## src/rtl/window_sum_5x5_if.sv

```systemverilog
// Window-in / sum-out signal bundle for window_sum_5x5.
// The master drives windows and their centre coordinates; the slave returns aligned sums.
interface window_sum_5x5_if #(
  parameter int WIDTH      = 320,
  parameter int HEIGHT     = 240,
  parameter int DATA_WIDTH = 12,
  parameter int SUM_WIDTH  = DATA_WIDTH + 5
);
  localparam int XW = $clog2(WIDTH);
  localparam int YW = $clog2(HEIGHT);
  localparam int CW = $clog2(WIDTH * HEIGHT);

  logic signed [DATA_WIDTH-1:0] window [5][5];
  logic                         window_valid;
  logic                         in_strobe;
  logic        [XW-1:0]         window_x;
  logic        [YW-1:0]         window_y;

  logic signed [SUM_WIDTH-1:0]  sum_out;
  logic                         sum_valid;
  logic        [XW-1:0]         sum_x;
  logic        [YW-1:0]         sum_y;
  logic                         frame_end;
  logic        [CW-1:0]         win_count;

  modport master (
    output window, window_valid, in_strobe, window_x, window_y,
    input  sum_out, sum_valid, sum_x, sum_y, frame_end, win_count
  );

  modport slave (
    input  window, window_valid, in_strobe, window_x, window_y,
    output sum_out, sum_valid, sum_x, sum_y, frame_end, win_count
  );
endinterface

```

## src/rtl/window_sum_5x5.sv

```systemverilog
// Pipelined 25-element signed sum of each accepted 5x5 window, with aligned centre
// coordinates, last-window-of-frame flag and per-frame window count.
module window_sum_5x5 #(
  parameter int WIDTH      = 320,
  parameter int HEIGHT     = 240,
  parameter int DATA_WIDTH = 12,
  parameter int SUM_WIDTH  = DATA_WIDTH + 5
) (
  input logic             clk,
  input logic             rst_n,
  window_sum_5x5_if.slave bus
);
  localparam int XW = $clog2(WIDTH);
  localparam int YW = $clog2(HEIGHT);
  localparam int CW = $clog2(WIDTH * HEIGHT);
  localparam int RW = DATA_WIDTH + 3;

  localparam logic [XW-1:0] LAST_X  = XW'(WIDTH - 3);
  localparam logic [YW-1:0] LAST_Y  = YW'(HEIGHT - 3);
  localparam logic [CW-1:0] CNT_MAX = '1;

  logic accept;

  logic                        v0_q, v1_q, v2_q;
  logic [XW-1:0]               x0_q, x1_q, x2_q;
  logic [YW-1:0]               y0_q, y1_q, y2_q;

  logic signed [DATA_WIDTH-1:0] win_q [5][5];
  logic signed [RW-1:0]         row_d [5];
  logic signed [RW-1:0]         row_q [5];
  logic signed [SUM_WIDTH-1:0]  p0_d, p1_d, p0_q, p1_q;
  logic signed [SUM_WIDTH-1:0]  sum_d, sum_q;

  logic                        sum_valid_q;
  logic [XW-1:0]               sum_x_q;
  logic [YW-1:0]               sum_y_q;
  logic                        frame_end_d, frame_end_q;
  logic [CW-1:0]               cnt_d, cnt_q;

  assign accept = bus.window_valid && bus.in_strobe;

  always_comb begin : row_sum
    logic signed [RW-1:0] acc;
    for (int unsigned r = 0; r < 5; r++) begin
      acc = '0;
      for (int unsigned c = 0; c < 5; c++) begin
        acc = acc + RW'(win_q[r][c]);
      end
      row_d[r] = acc;
    end
  end

  always_comb begin
    p0_d  = SUM_WIDTH'(row_q[0]) + SUM_WIDTH'(row_q[1]) + SUM_WIDTH'(row_q[2]);
    p1_d  = SUM_WIDTH'(row_q[3]) + SUM_WIDTH'(row_q[4]);
    sum_d = p0_q + p1_q;
  end

  assign frame_end_d = v2_q && (x2_q == LAST_X) && (y2_q == LAST_Y);

  // The frame_end cycle still shows the pre-window count; the clear replaces that increment.
  always_comb begin
    cnt_d = cnt_q;
    if (sum_valid_q && frame_end_q) begin
      cnt_d = '0;
    end else if (sum_valid_q && (cnt_q != CNT_MAX)) begin
      cnt_d = cnt_q + 1'b1;
    end
  end

  // Datapath stages carry no reset: only the valid bits decide what reaches the outputs.
  always_ff @(posedge clk) begin
    win_q <= bus.window;
    row_q <= row_d;
    p0_q  <= p0_d;
    p1_q  <= p1_d;
  end

  always_ff @(posedge clk or negedge rst_n) begin
    if (!rst_n) begin
      v0_q        <= 1'b0;
      v1_q        <= 1'b0;
      v2_q        <= 1'b0;
      x0_q        <= '0;
      x1_q        <= '0;
      x2_q        <= '0;
      y0_q        <= '0;
      y1_q        <= '0;
      y2_q        <= '0;
      sum_valid_q <= 1'b0;
      sum_q       <= '0;
      sum_x_q     <= '0;
      sum_y_q     <= '0;
      frame_end_q <= 1'b0;
      cnt_q       <= '0;
    end else begin
      v0_q        <= accept;
      v1_q        <= v0_q;
      v2_q        <= v1_q;
      x0_q        <= bus.window_x;
      x1_q        <= x0_q;
      x2_q        <= x1_q;
      y0_q        <= bus.window_y;
      y1_q        <= y0_q;
      y2_q        <= y1_q;
      sum_valid_q <= v2_q;
      frame_end_q <= frame_end_d;
      cnt_q       <= cnt_d;
      if (v2_q) begin
        sum_q   <= sum_d;
        sum_x_q <= x2_q;
        sum_y_q <= y2_q;
      end
    end
  end

  assign bus.sum_out   = sum_q;
  assign bus.sum_valid = sum_valid_q;
  assign bus.sum_x     = sum_x_q;
  assign bus.sum_y     = sum_y_q;
  assign bus.frame_end = frame_end_q;
  assign bus.win_count = cnt_q;
endmodule

```

## src/flat_wrapper.sv

```systemverilog
// flat-port wrapper written by rule: the top's interface ports become plain ports
module window_sum_5x5_flat 
#(
  parameter int WIDTH      = 320,
  parameter int HEIGHT     = 240,
  parameter int DATA_WIDTH = 12,
  parameter int SUM_WIDTH  = DATA_WIDTH + 5
)
  (clk, rst_n, bus_window, bus_window_valid, bus_in_strobe, bus_window_x, bus_window_y, bus_sum_out, bus_sum_valid, bus_sum_x, bus_sum_y, bus_frame_end, bus_win_count);
  window_sum_5x5_if #(.WIDTH(WIDTH), .HEIGHT(HEIGHT), .DATA_WIDTH(DATA_WIDTH), .SUM_WIDTH(SUM_WIDTH)) bus_i ();
  input logic clk;
  input logic rst_n;
  input wire logic [$bits(bus_i.window)-1:0] bus_window;
  input wire logic [$bits(bus_i.window_valid)-1:0] bus_window_valid;
  input wire logic [$bits(bus_i.in_strobe)-1:0] bus_in_strobe;
  input wire logic [$bits(bus_i.window_x)-1:0] bus_window_x;
  input wire logic [$bits(bus_i.window_y)-1:0] bus_window_y;
  output wire logic [$bits(bus_i.sum_out)-1:0] bus_sum_out;
  output wire logic [$bits(bus_i.sum_valid)-1:0] bus_sum_valid;
  output wire logic [$bits(bus_i.sum_x)-1:0] bus_sum_x;
  output wire logic [$bits(bus_i.sum_y)-1:0] bus_sum_y;
  output wire logic [$bits(bus_i.frame_end)-1:0] bus_frame_end;
  output wire logic [$bits(bus_i.win_count)-1:0] bus_win_count;
  assign bus_i.window = {>>{bus_window}};
  assign bus_i.window_valid = bus_window_valid;
  assign bus_i.in_strobe = bus_in_strobe;
  assign bus_i.window_x = bus_window_x;
  assign bus_i.window_y = bus_window_y;
  assign bus_sum_out = bus_i.sum_out;
  assign bus_sum_valid = bus_i.sum_valid;
  assign bus_sum_x = bus_i.sum_x;
  assign bus_sum_y = bus_i.sum_y;
  assign bus_frame_end = bus_i.frame_end;
  assign bus_win_count = bus_i.win_count;
  window_sum_5x5 #(.WIDTH(WIDTH), .HEIGHT(HEIGHT), .DATA_WIDTH(DATA_WIDTH), .SUM_WIDTH(SUM_WIDTH)) u_core (.clk(clk), .rst_n(rst_n), .bus(bus_i));
endmodule
```

## config.mk

```make
export PLATFORM = sky130hd
export DESIGN_NAME = window_sum_5x5_flat
export DESIGN_NICKNAME = d
export VERILOG_FILES = /design/src/rtl/window_sum_5x5_if.sv /design/src/rtl/window_sum_5x5.sv /design/src/flat_wrapper.sv
export SDC_FILE = /design/constraint.sdc
export NUM_CORES = 1
export LEC_CHECK = 0
export ABC_AREA = 1
export BUFFER_PORTS_ARGS = -buffer_cell sky130_fd_sc_hd__buf_4
export CELL_PAD_IN_SITES_DETAIL_PLACEMENT = 0
export CELL_PAD_IN_SITES_GLOBAL_PLACEMENT = 1
export CORE_ASPECT_RATIO = 2
export CORE_MARGIN = 2
export CORE_UTILIZATION = 39
export CTS_CLUSTER_DIAMETER = 40
export DETAILED_ROUTE_END_ITERATION = 16
export HOLD_SLACK_MARGIN = 0.08
export PLACE_DENSITY_LB_ADDON = 0.1
export SLEW_MARGIN = 20
export SYNTH_ARGS = -nofsm -noshare
export SYNTH_HDL_FRONTEND = slang
export SYNTH_SLANG_ARGS = --single-unit
```

## constraint.sdc

```tcl
create_clock -name clk -period 3.6 [get_ports clk]
set_input_delay 0.54 -clock clk [delete_from_list [all_inputs] [get_ports clk]]
set_output_delay 0.54 -clock clk [all_outputs]
set_load 0.02 [all_outputs]
```

* Yosys cells after proc, flatten, opt, wreduce, memory -nomap -nowiden
Cells that the tools add are included.
** Operators by class
- Reductions and logical operators :: 6
- Add/sub/neg operators :: 25
- Muxes and demuxes :: 2
- Equal/unequal tests :: 3
** Operators by type and width (count)
- 15-bit by 12-bit adder with 15-bit output :: 10
- 13-bit by 12-bit adder with 14-bit output :: 5
- 12-bit by 12-bit adder with 13-bit output :: 5
- 17-bit 2-to-1 mux :: 2
- 15-bit by 15-bit adder with 16-bit output :: 2
- 16-bit by 15-bit adder with 17-bit output :: 1
- 17-bit by 1-bit adder with 17-bit output (second input constant) :: 1
- 17-bit adder :: 1
- 17-bit inequality test (second input constant) :: 1
- 9-bit equality test (second input constant) :: 1
- 8-bit equality test (second input constant) :: 1
- 1-bit logical AND :: 5
- 2-bit nonzero test :: 1
** Word-level totals
- Logic and storage cells :: 83
- Bits of input ports :: 321
- Output and inout bits :: 53
- Register bits after elaboration :: 516

* Logic depth before layout (Yosys ltp)
- Word-level depth :: 4
- Mapped depth :: 23
- Gate-level depth less buffers :: 23

* Worst setup path after synthesis
Ideal clock, no wire load.
- Path kind :: register to register
- From :: register u_core.win_q[25] in the netlist's numbering
- To :: register u_core.row_q[14] in the netlist's numbering
- Path slack :: 81 ps
- Data required time :: 3488 ps
- Stages on the path, launching flop included :: 21
- Library setup time :: 112 ps
- Path buffers :: 0
- Clock period less this slack :: 3519 ps
- Data arrival time :: 3407 ps
- Path through :: dfxtp_1 > inv_1 > fa_1 > inv_1 > ha_1 > inv_1 > fa_1 > o21ai_2 > a31oi_1 > xor2_1 > fa_1 > inv_1 > ha_1 > nand2_1 > inv_1 > nand2_1 > nand2_1 > a21oi_1 > nand2_1 > nand2_1 > nand2_1
** RTL lines
- start: declaration :: line window_sum_5x5.sv:28 : logic signed [DATA_WIDTH-1:0] win_q [5][5];
- start signal: assignment :: line window_sum_5x5.sv:73 : win_q <= bus.window;
- end signal: assignment :: line window_sum_5x5.sv:74 : row_q <= row_d;
- end: declaration :: line window_sum_5x5.sv:30 : logic signed [RW-1:0] row_q [5];

==> results.yml <==
outcome:
  status: "finished, violations left"
  failed_checks: "negative setup slack"
floorplan:
  core_sq_um: 61800
  dieWidth_um: 181
  fp.dieH_um: 358
  die_area_sq_um: 64600
  start_util: 0.394
  io_pins: 374
  rows: 129
place:
  place_hpwl_um: 50900
  place_congestion: 0.847
  place_ws_ns: -0.330
  placed_area_sq_um: 29000
  port_buffers: 373
  dp_cells: 3918
pwr:
  p_seq_frac: 0.238
  power_mw: 31.5
  ir_worst_vdd_mv: 0.453
  power.leakage_nw: 17.9
  clkPwrFrac: 0.199
  powerDensity_nw_per_um2: 872
  comb_power_share: 0.563
  p_int_mw: 18.4
  switchingPower_mw: 13.1
  swShare: 0.417
synthesis:
  muxShareOfSynthArea: 0
  synthXorXnorAreaFrac: 0.0420
  synth.distinct_cells: 39
  synth_top_family_by_area: "adder cells"
  ys_warn_count: 0
  syn_area_sq_um: 24400
  synthAdderAreaFrac: 0.219
  synth-simple-area-share: 0.153
  netlist_instances: 2646
  syn_nets: 3298
  synth_seq_cells: 515
  synth_compound_area_frac: 0.0595
  avgSynthCellArea_sq_um: 9.21
  synth-seq-area-share: 0.445
cells_and_area:
  design_area_sq_um: 36100
  final_cells: 4357
  mostFrequentLayoutCell: "nand2_1"
  final_cell_mix: "nand2_1, buf_4, inv_1, dfxtp_1, dlygate4sd3_1"
  nNetsFinal: 4176
  fin_util: 0.585
  drive_gt1_frac: 0.270
  synthToLayoutAreaGrowth_pct: 48.3
worst_setup_path:
  reg2reg_to: "u_core.row_q[12]"
  slowest_stage: "fa_1"
  crit_family: "adder cells"
  r2r_start: "u_core.win_q[25]"
  cp.required_ns: 4.11
  reg2reg_depth: 20
  cp-start-kind: "register"
  reg2reg_slack_ns: -0.02
  worstSetupPathType: "register to register"
  crit_buf_inv: 5
  cp_max_fo: 4
  slowest_delay_ns: 0.52
  crit_chain: "inv_2 > fa_1 > inv_1 > ha_2 > inv_2 > fa_2 > o21ai_4 > nand2_1 > nand2_2 > xnor2_2 > fa_1 > inv_2 > ha_4 > a21o_1 > nor2_1 > nand2_1 > a21oi_2 > inv_1 > nand2_1 > nand2_1"
  critPathMostFrequentCell: "nand2_1"
  arrival_ns: 4.13
  worst_setup_path_end_kind: "register"
  worstSetupStartpoint: "u_core.win_q[25]"
clock_tree:
  h-tree-depth: 2
  cts.path.max_buffers: 3
  cts_root_buf: "clkbuf_16"
  clk_latency_ns: 0.62
  path_clk_slew_ns: 0.06
  numClockSinks: 515
  cts_tree: "done"
  numCtsBuffers: 55
flow_run:
  cap_viol_max_count: 0
timing:
  rsz0062_at_grt: "yes"
  hold_viol_final: 0
  fin_skew_ns: 0.0120
  relSlewSlack: 0.520
  finalSetupViolations: 1
  fin_ws_ns: -0.0237
  fmax_mhz: 276
  finalCritPeriodShare: 1.01
  period_needed_ns: 3.62
  drv_slew: 0
  tightest_slew_ns: 0.719
min_path:
  hold_depth: 3
  worstHoldStart: "bus_window_valid"
  min_to: "u_core.v0_q"
  hold_path.class: "input port to register"
route:
  drtAntennaViolNets: 0
  via_count: 19800
  drtIter0Drc: 529
  routed_via_density: 4.54
  wl_per_cell_um: 15.5
  drt_pass1_iterations: 5
  drc: 0
  wl_um: 67400
global_routing:
  grt_pass1_vias: 21800
  grt_pass1_wl_um: 107000
  antenna_found_initial: 1
  grt.total_usage: 0.208
  grt-ovfl-total: 0
  grt_max_degree: 78
-- final cells by class --
class,count,area [sq um]
clock buffers,69,1550
well taps,786,983
diodes,1,2.50
inverters,518,1950
clock inverters,34,487
repair buffers,830,7070
flip-flops and latches,515,10900
multi-input cells,1604,13200
fillers,5273,25700
-- Yosys cell counts --
cell	n	area share
xnor2_1	33	0.012
nor3_2	2	0.00082
o21ai_1	2	0.00041
o21bai_2	2	0.00092
fa_1	158	0.13
buf_6	1	0.00046
inv_4	1	0.00026
a21oi_1	137	0.028
o21bai_1	20	0.0062
clkinv_1	1	0.00015
buf_2	2	0.00041
dfrtp_1	107	0.11
nand3b_1	9	0.0028
a31oi_1	23	0.0059
nor3_1	26	0.0053
nor3_4	2	0.0013
nand3_1	129	0.026
nor2_4	1	0.00046
xor2_1	84	0.030
o21ai_2	6	0.0022
nand2_1	566	0.087
or2_0	1	0.00026
nand3_2	1	0.00041
nand2_2	2	0.00051
inv_2	2	0.00031
inv_1	514	0.079
a21o_1	14	0.0043
nand2_4	1	0.00046
nor2_1	126	0.019
or2_2	2	0.00051
nand4_1	23	0.0059
buf_4	1	0.00031
o21ai_0	56	0.011
nor2_2	2	0.00051
and2_1	2	0.00051
or2_1	1	0.00026
dfxtp_1	408	0.34
ha_1	173	0.089
clkbuf_1	5	0.00077
-- per-layer routing --
layer | wire, um | GRT usage
met3 | 2520 | 0.0305
met4 | 3410 | 0.108
met2 | 38600 | 0.423
met1 | 22800 | 0.195
met5 | 13 | 0
-- worst max path at each step --
stage / to / slack, ns / depth (start not counted)
2_1_floorplan: u_core.row_q[14] / 0.08 / 20
3_3_place_gp: u_core.row_q[44] / -0.36 / 20
3_5_place_dp: u_core.row_q[44] / -0.33 / 20
4_1_cts: u_core.row_q[74] / 0.004 / 20
5_1_grt: u_core.row_q[12] / -0.26 / 20
6_report: u_core.row_q[12] / -0.02 / 20
-- worst register-to-register path, delay by kind of cell, from the launching register on --
family | cells | cell delay, ns
flops | 1 | 0.32
compound gates | 3 | 0.58
simple gates | 6 | 0.45
fa+ha+maj | 5 | 1.83
xor+xnor | 1 | 0.08
buf+inv | 5 | 0.26
-- stage by stage --
step           hold slack, ns  setup TNS (ns)
2_1_floorplan           0.244               0
3_3_place_gp            0.334           -3.60
3_5_place_dp            0.336           -4.04
4_1_cts                 0.159               0
5_1_grt                 0.161           -2.62
6_report                0.207         -0.0237
-- flip-flops by register name, indices dropped and copies added (netlist names) --
| register | flops |
|---|---|
| u_core.win_q | 300 |
| u_core.bus.sum_valid | 1 |
| u_core.y2_q | 8 |
| u_core.row_q | 75 |
| u_core.y1_q | 8 |
| u_core.x1_q | 9 |
| u_core.v1_q | 1 |
| u_core.x0_q | 9 |
| u_core.v2_q | 1 |
| u_core.bus.win_count | 17 |
| u_core.bus.frame_end | 1 |
| u_core.bus.sum_x | 9 |
| u_core.v0_q | 1 |
| u_core.p0_q | 17 |
| u_core.p1_q | 16 |
| u_core.bus.sum_y | 8 |
| u_core.x2_q | 9 |
| u_core.bus.sum_out | 17 |
| u_core.y0_q | 8 |
-- power groups by stage --
stage | Sequential, mW | Combinational (mW) | Clock (mW)
final | 7.51 | 17.8 | 6.26
after global routing | 7.62 | 20.1 | 6.65
after CTS | 7.54 | 16.5 | 6.44
after detailed placement | 7.66 | 15.4 | 0
after global placement | 7.64 | 15.4 | 0
after floorplan | 7.55 | 10.2 | 0
-- what timing repair did --
item                                   in CTS  in global routing
setup endpoints to repair                  34                 41
hold buffers                              318                  0
pin swaps                                  25                149
buffers inserted                            0                 17
gates resized for setup                   113                283
endpoints found under the hold margin     347                  0
-- logic make-up (layout without fill, tap and decap cells) --
logic type | Yosys count | in the layout
and+or+nand+nor | 896 | 896
buffers and inverters | 527 | 1451
DFF | 515 | 515
adders and majority gates | 331 | 331
AOI/OAI and AO/OA | 260 | 260
xor gates and xnor gates | 117 | 117
other | 0 | 1
Power figures use the tool's default switching activity.
